`src/rtl/hazard_forward_unit.sv`:
```
// Hazard and forwarding control for the 5-stage pipeline.
// Tracks destination tags through E/M/W and drives selectors, stalls and flushes.
module hazard_forward_unit #(
    parameter int REG_W    = 4,
    parameter bit ZERO_REG = 1'b1
) (
    input  logic             clk,
    input  logic             rst,
    input  logic [REG_W-1:0] RA1D,
    input  logic [REG_W-1:0] RA2D,
    input  logic             useA_D,
    input  logic             useB_D,
    input  logic [REG_W-1:0] WA3D,
    input  logic             RegWriteD,
    input  logic             MemtoRegD,
    input  logic             branchTakenE,
    input  logic             memReadyM,
    output logic [1:0]       data1ForwardSelector,
    output logic [1:0]       data2ForwardSelector,
    output logic             stallF,
    output logic             stallD,
    output logic             stallE,
    output logic             stallM,
    output logic             flushD,
    output logic             flushE
);

    typedef struct packed {
        logic [REG_W-1:0] ra1;
        logic [REG_W-1:0] ra2;
        logic             usea;
        logic             useb;
        logic [REG_W-1:0] wa;
        logic             rw;
        logic             ld;
    } ex_tag_t;

    typedef struct packed {
        logic [REG_W-1:0] wa;
        logic             rw;
    } wr_tag_t;

    ex_tag_t e_q, e_d;
    wr_tag_t m_q, w_q;

    logic mem_stall;
    logic lw_stall;
    logic flush_e;
    logic flush_d;
    logic stall_fd;

    function automatic logic valid_reg(input logic [REG_W-1:0] r);
        return !(ZERO_REG && (r == '0));
    endfunction

    // Memory stage holds the newest value, so it is checked first.
    function automatic logic [1:0] fwd_sel(
        input logic [REG_W-1:0] ra,
        input logic             use_src,
        input wr_tag_t          m,
        input wr_tag_t          w
    );
        if (use_src && m.rw && valid_reg(m.wa) && (m.wa == ra))
            return 2'b10;
        else if (use_src && w.rw && valid_reg(w.wa) && (w.wa == ra))
            return 2'b01;
        else
            return 2'b00;
    endfunction

    always_comb begin
        mem_stall = !memReadyM;
        lw_stall  = e_q.rw && e_q.ld && valid_reg(e_q.wa) &&
                    ((useA_D && (RA1D == e_q.wa)) ||
                     (useB_D && (RA2D == e_q.wa)));
        stall_fd  = mem_stall || (lw_stall && !branchTakenE);
        flush_d   = branchTakenE && !mem_stall;
        flush_e   = (lw_stall || branchTakenE) && !mem_stall;
    end

    always_comb begin
        e_d = '0;
        if (!flush_e) begin
            e_d.ra1  = RA1D;
            e_d.ra2  = RA2D;
            e_d.usea = useA_D;
            e_d.useb = useB_D;
            e_d.wa   = WA3D;
            e_d.rw   = RegWriteD;
            e_d.ld   = MemtoRegD;
        end
    end

    always_ff @(posedge clk or posedge rst) begin
        if (rst) begin
            e_q <= '0;
            m_q <= '0;
            w_q <= '0;
        end else if (!mem_stall) begin
            w_q <= m_q;
            m_q <= '{wa: e_q.wa, rw: e_q.rw};
            e_q <= e_d;
        end
    end

    // Controls are forced quiet while reset is held.
    always_comb begin
        data1ForwardSelector = fwd_sel(e_q.ra1, e_q.usea, m_q, w_q);
        data2ForwardSelector = fwd_sel(e_q.ra2, e_q.useb, m_q, w_q);
        stallF = stall_fd && !rst;
        stallD = stall_fd && !rst;
        stallE = mem_stall && !rst;
        stallM = mem_stall && !rst;
        flushD = flush_d && !rst;
        flushE = flush_e && !rst;
    end

endmodule
```
`config.mk`:
```
export PLATFORM = sky130hd
export DESIGN_NAME = hazard_forward_unit
export DESIGN_NICKNAME = d
export VERILOG_FILES = /design/src/rtl/hazard_forward_unit.sv
export SDC_FILE = /design/constraint.sdc
export NUM_CORES = 1
export LEC_CHECK = 0
export BUFFER_PORTS_ARGS = -buffer_cell sky130_fd_sc_hd__buf_2
export CELL_PAD_IN_SITES_DETAIL_PLACEMENT = 1
export CELL_PAD_IN_SITES_GLOBAL_PLACEMENT = 1
export CORE_MARGIN = 4
export CORE_UTILIZATION = 40
export CTS_CLUSTER_DIAMETER = 200
export CTS_CLUSTER_SIZE = 8
export DETAILED_ROUTE_END_ITERATION = 10
export GPL_TIMING_DRIVEN = 0
export PLACE_DENSITY_LB_ADDON = 0.1
export REMOVE_ABC_BUFFERS = 1
export SLEW_MARGIN = 15
export SYNTH_ARGS = -nofsm -noshare
export SYNTH_HDL_FRONTEND = slang
export SYNTH_SLANG_ARGS = --single-unit
export TNS_END_PERCENT = 100
```
`constraint.sdc`:
```
create_clock -name clk -period 2.05 [get_ports clk]
set_input_delay 0.1025 -clock clk [delete_from_list [all_inputs] [get_ports clk]]
set_output_delay 0.1025 -clock clk [all_outputs]
set_load 0.01 [all_outputs]
```
==> impl.org <==
** Layout
- Fillcell total :: 338
- Summing all multi-input logic gate instances after layout gives 681 µm².
- At the end of the flow, the number of nets in the layout was 171.
- The area growth from synthesis to layout is 29.5%.
- 0 antenna diodes ended up in the layout.
- Registers take 654 µm².
- Fraction of final layout cells with drive strength greater than 1 :: 0.467
- The finished cells cover 0.00173 mm².

** Setup path
- Series of cell instances along the critical path :: xor2_1 > nor3_2 > and4_4 > o21bai_1 > a21oi_2 > buf_2
- STA classifies the critical path endpoint as a primary output.
- Crit-path max FO :: 4
- Critical path arrival :: 1.88 ns
- Worst R2R Start :: e_q[4]
- Critical path launch point :: e_q[2]
- For the worst flop-to-flop path, the logic depth is 6.
- CP required :: 1.95 ns
- Crit Reg-Reg Endpoint :: e_q[9]
- Start-to-end type of the worst setup path :: reg2out
- Crit-path slowest cell :: dfrtp_2
- The critical path ends at stallF.
- Max incr delay on CP :: 0.47 ns
- Register-to-register path setup slack :: 0.22 ns
- Critical path startpoint category :: flip-flop

** Synth
- Each instance of the synthesized netlist takes up on average 12.3 µm².
- For this run, the number of Yosys warnings is 0.
- After synthesis the netlist holds a flip-flop and latch count of 26.
- Among all flip-flop cells after synthesis, the most frequent one is dfrtp_1.
- In this run the cell area of the synthesized design comes to 0.00134 mm².
- Sequential-to-total area share from yosys stat :: 0.486
- Unique cell type count in the Yosys netlist :: 23
- Post-synthesis cell count :: 109
- Number of synthesized flops with an enable pin :: 0
- In the synthesized netlist the async set-or-reset flop fraction comes to 1.00.

** Die
- In this run the count of I/O pins placed on the die edge is 30.
- In this run the core area contains 20 standard-cell rows.
- The die covers 0.00433 mm².
- Area of the core :: 0.00313 mm²
- Die Span X :: 65.8 µm
- Initial cell density of the core :: 0.428
- Die height :: 65.8 µm

** STA
- Final min period :: 1.99 ns
- Headroom to the max-slew limit came out at 0.601.
- The count of final hold-check violations is 0.
- Worst-Margin Slew :: 0.595 ns
- Top achievable clock speed :: 504 MHz
- Worst Clk Skew :: 0.00217 ns
- Setup Viol. Count Final :: 0
- In the finished design, the share of the clock period the worst path needs comes to 0.969.
- Setup repair after global routing could not meet its margin everywhere.
- Post-Route Hold Slack :: 0.0224 ns
- Total count of max-transition violations in the final report :: 0

** Placement
- Number of buffers added on ports :: 29
- DP Area :: 0.00150 mm²
- Final RePlAce weighted congestion :: 0.733
- Post-detail-place hpwl :: 2.43 mm

** Global routing
- The number of antenna violations at the first check in global routing came to 0.
- Global routing finished with a remaining overflow of 0.
- The number of global-route vias before repair was 1,181.
- Pin count of the biggest net entering global routing :: 28
- First-pass GRT wire length :: 5.73 mm
- In the global route stage, overall resource usage came out at 0.174.

** Route
- DRC errors left :: 0
- Vias :: 1,048
- In the final routed layout, each cell accounts on average for 17.8 µm.
- Final WL :: 3.45 mm
- Average via count per standard cell :: 5.40
- The detailed router finished its first iteration with 16 violations.
- The first detailed-routing pass ran for 4 iterations.
- In this run the remaining antenna-violating nets after routing total 0.

** Clocking
- Clock sinks :: 26
- Largest buffer count on any clock path :: 2
- Clock input transition at the sequential cells of the worst setup and hold paths :: 0.14 ns
- CTS tree :: built
- In this run, CTS created clock tree buffers numbering 3.
- In this run the number of H-tree levels came out at 1.
- Root buffer cell :: clkbuf_4
- For the worst-skew pair, the clock arrives at the later sink with an insertion delay of 0.31 ns.

** Power
- Dividing total power by cell area gives a power density of 703 mW/mm².
- The analysis attributes to cell leakage a power of 0.857 nW.
- IR analysis of the VDD net gives a maximum drop of 330 µV.

** Flow run
- Max-cap violations :: 0

** Min path
- Min-delay worst type :: in2reg

** Run status
- Outcome :: finished, final reports clean
-- power breakdown --
part	internal [mW]	switching [mW]	leakage, nW	total (mW)
clock network	0.198	0.151	0.0279	0.349
registers	0.563	0.0734	0.335	0.636
logic	0.132	0.0993	0.494	0.232
-- cell usage in the layout (no fill, tap or decap), drive strengths merged, types with 2 or more instances in the layout --
master,Yosys,final
dlygate4sd3,0,9
xnor2,6,6
buf,3,33
clkbuf,2,3
nor2,4,4
nand3,2,2
nor3,4,4
and3,3,3
o41ai,2,2
dfrtp,26,26
xor2,18,18
a22o,16,16
and4,2,2
mux2,10,10
nor4,6,6
-- cell families (layout without fill, tap and decap cells) --
logic type / count (synthesis) / in the layout / synth area share
DFF: 26 / 26 / 0.486
buffers and inverters: 7 / 48 / 0.0309
and+or+nand+nor: 22 / 22 / 0.105
muxes: 10 / 10 / 0.0842
xor gates and xnor gates: 24 / 24 / 0.157
AOI/OAI and AO/OA: 20 / 20 / 0.137
-- worst min path at each step --
stage / startpoint / to / slack (ns) / depth (start not counted)
after floorplan: rst / e_q[0] / 0.15 / 1
after global placement: WA3D[3] / e_q[5] / 0.32 / 2
after detailed placement: RegWriteD / e_q[1] / 0.32 / 2
after CTS: useA_D / e_q[7] / 0.005 / 2
after global routing: RA1D[1] / e_q[13] / 0.001 / 2
final: RA1D[3] / e_q[15] / 0.02 / 2
-- repair_timing --
item	4_1_cts	5_1_grt
setup endpoints to repair	18	5
setup buffers	3	0
pin swaps	1	1
gates resized for setup	4	8
hold buffers	7	3
endpoints found under the hold margin	7	27
-- critical path: cells and delay by family, from the launching register on --
kind | cells | cell delay, ns
xor gates and xnor gates | 1 | 0.18
buffers and inverters | 1 | 0.16
AOI/OAI and AO/OA | 2 | 0.24
and+or+nand+nor | 2 | 0.50
DFF | 1 | 0.47
-- cells in the mapped netlist (all sizes together), types with 2 or more instances --
cell type	count	share of area
a22o	16	0.11
clkbuf	2	0.0056
nand3	2	0.0075
xnor2	6	0.039
buf	3	0.020
nor3	4	0.015
dfrtp	26	0.49
and4	2	0.015
nor4	6	0.039
xor2	18	0.12
mux2	10	0.084
nor2	4	0.011
and3	3	0.014
o41ai	2	0.013
-- final cells by class --
| type | count | area share |
|---|---|---|
| multi-input cells | 76 | 0.393 |
| flip-flops and latches | 26 | 0.378 |
| repair buffers | 42 | 0.160 |
| well taps | 44 | 0.0318 |
| clock inverters | 1 | 0.0173 |
| clock buffers | 3 | 0.0130 |
| inverters | 2 | 0.00650 |
-- through the flow --
stage	instances	TNS [ns]	power, mW	util	worst slack (ns)
after floorplan	104	0	0.760	-	0.317
after global placement	177	-2.79	0.832	0.481	-0.186
after detailed placement	177	-3.47	0.844	0.481	-0.228
after CTS	191	0	1.22	0.530	0.0194
after global routing	194	-0.0454	1.29	0.554	-0.0228
final	194	0	1.22	0.554	0.0645
-- flip-flops by register name (all words and copies together), names as in the netlist --
signal / cells
m_q: 5
e_q: 16
w_q: 5
-- layer usage --
layer | share of wire | wire length [µm] | GRT usage
met1 | 0.45 | 1540 | 0.217
met2 | 0.50 | 1710 | 0.305
met3 | 0.032 | 111 | 0.0272
met4 | 0.026 | 90 | 0.0570
met5 | 0 | 0 | 0
No activity file was read; power rests on OpenSTA's default activity.
